### src/rtl/mul16_seq.sv
// rtl/mul16_seq.sv - 16x16 unsigned shift-and-add multiplier built around one rca16 ripple-carry adder

module rca16 (
    input  logic [15:0] a,
    input  logic [15:0] b,
    output logic [15:0] s,
    output logic        c
);
    logic [16:0] cy;

    assign cy[0] = 1'b0;

    for (genvar i = 0; i < 16; i++) begin : g_fa
        assign s[i]    = a[i] ^ b[i] ^ cy[i];
        assign cy[i+1] = (a[i] & b[i]) | (cy[i] & (a[i] ^ b[i]));
    end

    assign c = cy[16];
endmodule

module mul16_seq #(
    parameter int WIDTH = 16
) (
    input  logic                 clk,
    input  logic                 rst,
    input  logic                 start,
    input  logic [WIDTH-1:0]     a,
    input  logic [WIDTH-1:0]     b,
    output logic                 busy,
    output logic                 done,
    output logic [2*WIDTH-1:0]   product
);
    if (WIDTH != 16) begin : g_bad_width
        $error("mul16_seq: only WIDTH=16 is supported (rca16 is fixed at 16 bits)");
    end

    typedef enum logic [1:0] {
        IDLE = 2'd0,
        RUN  = 2'd1,
        DONE = 2'd2
    } state_t;

    state_t      state;
    logic [15:0] mcand;
    logic [15:0] hi;
    logic [15:0] lo;
    logic [3:0]  cnt;

    logic [15:0] add_b;
    logic [15:0] sum;
    logic        carry;

    // Add the multiplicand only when the current multiplier bit is set.
    assign add_b = lo[0] ? mcand : 16'h0000;

    rca16 u_add (
        .a (hi),
        .b (add_b),
        .s (sum),
        .c (carry)
    );

    always_ff @(posedge clk) begin
        if (rst) begin
            state   <= IDLE;
            busy    <= 1'b0;
            done    <= 1'b0;
            product <= '0;
            mcand   <= 16'h0000;
            hi      <= 16'h0000;
            lo      <= 16'h0000;
            cnt     <= 4'd0;
        end else begin
            case (state)
                IDLE: begin
                    if (start) begin
                        mcand <= a[15:0];
                        lo    <= b[15:0];
                        hi    <= 16'h0000;
                        cnt   <= 4'd0;
                        busy  <= 1'b1;
                        state <= RUN;
                    end
                end
                RUN: begin
                    // Carry-out becomes the top bit of hi, so no product bit is lost.
                    hi  <= {carry, sum[15:1]};
                    lo  <= {sum[0], lo[15:1]};
                    cnt <= cnt + 4'd1;
                    if (cnt == 4'd15) begin
                        product <= {carry, sum[15:1], sum[0], lo[15:1]};
                        done    <= 1'b1;
                        state   <= DONE;
                    end
                end
                DONE: begin
                    done  <= 1'b0;
                    busy  <= 1'b0;
                    state <= IDLE;
                end
                default: begin
                    done  <= 1'b0;
                    busy  <= 1'b0;
                    state <= IDLE;
                end
            endcase
        end
    end
endmodule
### config.mk
export PLATFORM = sky130hd
export DESIGN_NAME = mul16_seq
export DESIGN_NICKNAME = d
export VERILOG_FILES = /design/src/rtl/mul16_seq.sv
export SDC_FILE = /design/constraint.sdc
export NUM_CORES = 1
export LEC_CHECK = 0
export ABC_AREA = 1
export BUFFER_PORTS_ARGS = -buffer_cell sky130_fd_sc_hd__buf_4
export CAP_MARGIN = 10
export CORE_MARGIN = 1.5
export CORE_UTILIZATION = 29
export CTS_CLUSTER_SIZE = 20
export DETAILED_ROUTE_END_ITERATION = 6
export PLACE_DENSITY = 0.49
export SETUP_SLACK_MARGIN = 0.5
export SYNTH_ARGS = -nofsm -noshare
export SYNTH_HDL_FRONTEND = slang
export SYNTH_SLANG_ARGS = --single-unit
export TNS_END_PERCENT = 10
### constraint.sdc
create_clock -name clk -period 8.71 [get_ports clk]
set_input_delay 0.4355 -clock clk [delete_from_list [all_inputs] [get_ports clk]]
set_output_delay 0.4355 -clock clk [all_outputs]
set_load 0.02 [all_outputs]
## Word-level counts from Yosys, hierarchy flattened

Cells that the tools add are included.
Widths: inputs -> output; s select.

| word-level totals | value |
|---|---|
| flip-flop bits (word level) | 88 |
| input bits | 35 |

| cells by class | value |
|---|---|
| add/sub/neg operators | 1 |
| equality and inequality tests | 4 |
| mux-type cells | 14 |
| bitwise logic cells | 79 |
| reductions and logical operators | 8 |

Operators by type and width:

| kind | number |
|---|---|
| $pmux 16 s2 | 2 |
| $mux 16 | 3 |
| $and 1x1->1 | 31 |
| $xor 1x1->1 | 31 |
| $or 1x1->1 | 15 |
| $reduce_and 2->1 | 6 |
| $pmux 4 s2 | 1 |
| $add 4x1->4 const B | 1 |
| $eq 4x4->1 const B | 1 |
| $mux 2 | 2 |
| $mux 4 | 1 |
| $ne 2x2->1 const B | 2 |
| $pmux 1 s2 | 2 |
| $pmux 2 s2 | 1 |
| $eq 2x1->1 const B | 1 |
| $logic_not 2->1 | 1 |
| $mux 1 | 2 |
| $not 1->1 | 2 |
| $reduce_bool 2->1 | 1 |

## Longest topological paths before layout

| depth | value |
|---|---|
| depth in word-level cells | 33 |
| depth in mapped cells | 25 |

## Cells and area by module

Synthesis repeated with hierarchy kept, for this count alone.

| unflattened totals | value |
|---|---|
| cell total of the unflattened synthesis | 525 |
| area, all modules | 3955.0 um^2 |

By module, submodules not included:

| module | instances | cells an instance | area an instance (um^2) | seq. area each (um^2) |
|---|---|---|---|---|
| mul16_seq | 1 | 499 | 3604.7 | 1761.7 |
| rca16 | 1 | 26 | 350.3 | 0.0 |

## Least setup slack after synthesis

Ideal clock, no wire load.

| timing | value |
|---|---|
| path kind | register -> register |
| start | reg lo[0] |
| end | reg hi[14] |
| library setup time | 0.132 ns |
| arrival | 6.708 ns |
| required time | 8.578 ns |
| setup slack | 1.870 ns |
| stages on the path, launching flop included | 24 |
| buffers on the path | 2 |
| cell sequence | dfxtp_1 -> clkbuf_1 -> clkbuf_1 -> nand2_1 -> fa_1 -> fa_1 -> fa_1 -> fa_1 -> fa_1 -> inv_1 -> fa_1 -> inv_1 -> fa_1 -> fa_1 -> fa_1 -> fa_1 -> fa_1 -> fa_1 -> fa_1 -> fa_1 -> fa_1 -> inv_1 -> nand2_1 -> a21oi_1 |

| between the ends | value |
|---|---|
| word-level cells in the longest chain between the ends | 32 |

Ends and longest elaborated chain:

| what | RTL line | RTL |
|---|---|---|
| start, declared | 46 | `logic [15:0] lo;` |
| start signal, assigned | 78 | `lo <= b[15:0];` |
| start signal, assigned | 88 | `lo <= {sum[0], lo[15:1]};` |
| $mux 16 * | 54 | `assign add_b = lo[0] ? mcand : 16'h0000;` |
| $and 1x1->1 / $xor 1x1->1 (equally long branches) | 15 | `assign cy[i+1] = (a[i] & b[i]) \| (cy[i] & (a[i] ^ b[i]));` |
| $and 1x1->1 | 15 |  |
| $or 1x1->1 | 15 |  |
| $and 1x1->1 | 15 |  |
| $or 1x1->1 | 15 |  |
| $and 1x1->1 | 15 |  |
| $or 1x1->1 | 15 |  |
| [16 not listed] | - |  |
| $and 1x1->1 | 15 |  |
| $or 1x1->1 | 15 |  |
| $and 1x1->1 | 15 |  |
| $or 1x1->1 | 15 |  |
| $and 1x1->1 | 15 |  |
| $or 1x1->1 | 15 |  |
| $xor 1x1->1 * | 14 | `assign s[i] = a[i] ^ b[i] ^ cy[i];` |
| $pmux 16 s2 * | 74 | `case (state)` |
| end signal, assigned | 87 | `hi <= {carry, sum[15:1]};` |
| end, declared | 45 | `logic [15:0] hi;` |

Every way passes the cells marked *; elsewhere a longest branch is shown, timed or not.
A chain may end at the register's enable or synchronous reset.

## Final worst setup path

| timing | value |
|---|---|
| start | reg lo[0] |
| end | reg product[30] |

| between the ends | value |
|---|---|
| word-level cells in the longest chain between the ends | 31 |

Ends and longest elaborated chain:

| what | RTL line | RTL |
|---|---|---|
| $mux 16 * | 54 |  |
| $and 1x1->1 / $xor 1x1->1 (equally long branches) | 15 |  |
| $and 1x1->1 | 15 |  |
| $or 1x1->1 | 15 |  |
| $and 1x1->1 | 15 |  |
| $or 1x1->1 | 15 |  |
| $and 1x1->1 | 15 |  |
| $or 1x1->1 | 15 |  |
| [15 not listed] | - |  |
| $or 1x1->1 | 15 |  |
| $and 1x1->1 | 15 |  |
| $or 1x1->1 | 15 |  |
| $and 1x1->1 | 15 |  |
| $or 1x1->1 | 15 |  |
| $and 1x1->1 | 15 |  |
| $or 1x1->1 | 15 |  |
| $xor 1x1->1 * | 14 |  |
| end signal, assigned | 91 | `product <= {carry, sum[15:1], sum[0], lo[15:1]};` |
| end, declared | 31 | `output logic [2*WIDTH-1:0] product` |

Marks and branches as above.

==> metrics.json <==
{
  "slew_limit_fails": {"value": 0},
  "max-cap-violations": {"value": 0},
  "cts.root.buffer_cell": {"value": "clkbuf_16"},
  "final_period_minus_worst_setup_slack": {"value": 7.15, "unit": "ns"},
  "design_area": {"value": 0.00520, "unit": "mm^2"},
  "reg2reg_from": {"value": "lo[0]"},
  "std_cell_rows": {"value": 44},
  "setup_viol": {"value": 0},
  "count_of_warnings_emitted_by_yosys": {"value": 0},
  "gp_congestion": {"value": 0.732},
  "worst-setup-path-type": {"value": "reg2reg"},
  "tritoncts_num_sinks": {"value": 88},
  "critPathCaptureType": {"value": "flip-flop"},
  "cts-root-to-sink-buffers": {"value": 2},
  "maximum_number_of_pins_on_one_net_before_global_route_repair": {"value": 84},
  "routed-via-count": {"value": 3422},
  "number_of_global_route_vias_before_repair": {"value": 3370},
  "post_drt_via_cell_ratio": {"value": 4.37},
  "run_status": {"value": "complete, no violations"},
  "tritoncts": {"value": "built"},
  "final_hold_viol_count": {"value": 0},
  "worstSkewPairLatency": {"value": 0.34, "unit": "ns"},
  "wire_length_of_the_first_global_routing_pass": {"value": 16.2, "unit": "mm"},
  "die_width": {"value": 126, "unit": "um"},
  "setup_repair_after_global_routing_missed_its_margin": {"value": "false"},
  "synth.lib_cells_used.distinct": {"value": 21},
  "synth.largest_area_cell": {"value": "dfxtp_1"},
  "critical_path.startpoint_type": {"value": "flip-flop"},
  "drc_errors": {"value": 0},
  "power.combinational.fraction": {"value": 0.087},
  "layout_worst_path_cycle_share": {"value": 0.821},
  "arrival_time_of_the_worst_setup_path": {"value": 7.36, "unit": "ns"},
  "cp_max_fo": {"value": 17},
  "area_of_the_multi_input_gates": {"value": 0.00212, "unit": "mm^2"},
  "timing.hold.worst.start": {"value": "a[13]"},
  "avgSynthCellArea": {"value": 7.97, "unit": "um^2"},
  "postSynthCellCount": {"value": 547},
  "final_net_count": {"value": 646},
  "cts-htree-levels": {"value": 3},
  "rr_worst_depth": {"value": 24},
  "pwr_density_cell": {"value": 182, "unit": "mW/mm^2"},
  "quantity_of_gates_resized_following_cts": {"value": 0},
  "starting_density_of_the_core": {"value": 0.299},
  "antenna_cells_inserted": {"value": 0},
  "proportion_of_synthesized_chip_area_in_sequential_cells": {"value": 0.404},
  "final_layout_size_suffix_gt1_frac": {"value": 0.267},
  "postCtsHoldBufs": {"value": 0},
  "drtAntennaViolNets": {"value": 0},
  "syn_area": {"value": 0.00436, "unit": "mm^2"},
  "die_area": {"value": 0.0158, "unit": "mm^2"},
  "overall_global_routing_resource_usage": {"value": 0.126},
  "power.switching": {"value": 0.220, "unit": "mW"},
  "number_of_input_and_output_port_buffers_inserted": {"value": 68},
  "ff_latch_area": {"value": 0.00176, "unit": "mm^2"},
  "pin_count": {"value": 69},
  "antenna_found_initial": {"value": 0},
  "num-fill-cells": {"value": 1525},
  "dpl_cell_area": {"value": 0.00486, "unit": "mm^2"},
  "power.switching_fraction": {"value": 0.233},
  "intPower": {"value": 0.724, "unit": "mW"},
  "cts_made_buffers": {"value": 9},
  "area_growth_syn_to_fin": {"value": 19.2, "unit": "%"},
  "clock.fmax": {"value": 140, "unit": "MHz"},
  "drt_pass1_iterations": {"value": 4},
  "max-vdd-ir-drop": {"value": 85.6, "unit": "uV"},
  "cts.reportedPaths.clkPinSlew": {"value": 0.06, "unit": "ns"},
  "totalWireLength": {"value": 9.51, "unit": "mm"},
  "share_of_power_burned_in_registers": {"value": 0.460},
  "synth.top_cell.area_share": {"value": 0.404},
  "die_height": {"value": 126, "unit": "um"},
  "transition_time_of_the_tightest_slew_check_pin": {"value": 0.957, "unit": "ns"},
  "path_category_of_the_worst_min_delay_check": {"value": "in2reg"},
  "max-slew-margin-rel": {"value": 0.362},
  "total_leakage_power": {"value": 2.15, "unit": "nW"},
  "core": {"value": 0.0146, "unit": "mm^2"},
  "clock_group_share_of_total_power": {"value": 0.453},
  "critical_path_required": {"value": 8.92, "unit": "ns"},
  "ffs_latches_synth": {"value": 88},
  "detail_route.wl_per_cell": {"value": 12.2, "unit": "um"},
  "critical_path.startpoint": {"value": "lo[0]"},
  "synth_top_cells_by_area": {"value": "dfxtp_1, nand2_1, nand3_2, fa_1, o21ai_2"},
  "detailed_place_hpwl": {"value": 6.35, "unit": "mm"},
  "first_iter_violations": {"value": 139},
  "timing.setup.tns": {"value": 0, "unit": "ns"},
  "cts_post_setup_buffers_inserted": {"value": 0},
  "hold_path_depth": {"value": 3},
  "synth_nets": {"value": 599},
  "final.setup_skew": {"value": 0.0101, "unit": "ns"},
  "grt_overflow_total": {"value": 0}
}
## layer usage
layer / track usage / vias to the layer above / share of wire
met5: 0 / - / 0
met2: 0.204 / 49 / 0.46
li1: - / 1790 / -
met4: 0.0495 / 0 / 0.015
met1: 0.163 / 1573 / 0.48
met3: 0.0287 / 10 / 0.045
## synthesized netlist by cell type, drive strengths merged
library cell and number:
nand2 157, dfxtp 88, o21ai 50, ha 2, nand3 51, clkbuf 7
nand4 1, fa 15, a21oi 23, nor2 68, buf 28, inv 57
## worst max-delay path: stages, from the launching register on
cell and delay [ns]:
dfxtp_1 0.67, nand2_1 0.09, inv_1 0.09, ha_1 0.14
inv_1 0.05, fa_1 0.38, fa_1 0.39, fa_1 0.39
fa_1 0.39, fa_1 0.37, inv_1 0.07, fa_1 0.16
inv_1 0.05, fa_1 0.37, fa_1 0.39, fa_1 0.39
fa_1 0.39, fa_1 0.39, fa_1 0.39, fa_1 0.39
fa_1 0.39, fa_1 0.49, inv_1 0.06, nand3_2 0.07
o21ai_2 0.06
## cell families (layout without fill, tap and decap cells)
kind of cell,after synthesis,count (layout),share of synthesized area
flip-flops,88,88,0.404
buffers and inverters,92,144,0.109
adder cells (fa/ha/maj),17,17,0.0746
AO/OA/AOI/OAI,73,73,0.114
AND/OR/NAND/NOR,277,277,0.298
## stage by stage
step / utilization / worst slack [ns] / power [mW] / hold slack (ns) / cells
floorplan: - / 1.87 / 0.499 / 0.434 / 547
global route: 0.356 / 1.16 / 0.990 / 0.365 / 783
finish: 0.356 / 1.56 / 0.944 / 0.354 / 783
global placement: 0.333 / 1.64 / 0.526 / 0.450 / 767
CTS: 0.356 / 1.51 / 0.960 / 0.344 / 783
detailed placement: 0.333 / 1.51 / 0.527 / 0.456 / 767
## placed cells by master, fill, tap and decap left out, types with 2 or more instances in the layout
cell type,instances
o21ai_2,32
buf_4,71
bufinv_16,2
nand2_1,156
clkbuf_8,3
clkbuf_16,9
fa_1,15
nor2_1,67
inv_2,5
a21oi_1,23
inv_1,51
nand3_1,17
clkbuf_1,2
o21ai_0,17
ha_1,2
nand3_2,34
dfxtp_1,88
## worst paths after layout
path	endpoint	slack, ns
max	product[30]	1.56
max reg2reg	product[30]	1.56
min	mcand[13]	0.35
min reg2reg	hi[10]	0.46
## cell type report
| cell class | count | area share |
|---|---|---|
| Inverter | 57 | 0.0414 |
| Clock buffer | 14 | 0.0527 |
| Timing Repair Buffer | 71 | 0.103 |
| Tap cell | 184 | 0.0443 |
| Clock inverter | 2 | 0.0116 |
| Sequential cell | 88 | 0.339 |
| Multi-Input combinational cell | 367 | 0.408 |
## flip-flops by register name, summed over array words and instances, names as in the netlist
name,flops
busy,1
state,2
lo,16
cnt,4
product,32
hi,16
mcand,16
done,1
## power groups by stage
stage | Combinational [mW] | Clock, mW | Sequential [mW]
2_1_floorplan | 0.0635 | 0 | 0.436
4_1_cts | 0.0842 | 0.441 | 0.434
5_1_grt | 0.0952 | 0.459 | 0.436
6_report | 0.0820 | 0.428 | 0.434
3_5_place_dp | 0.0837 | 0 | 0.443
3_3_place_gp | 0.0828 | 0 | 0.443
Power figures use the tool's default switching activity.
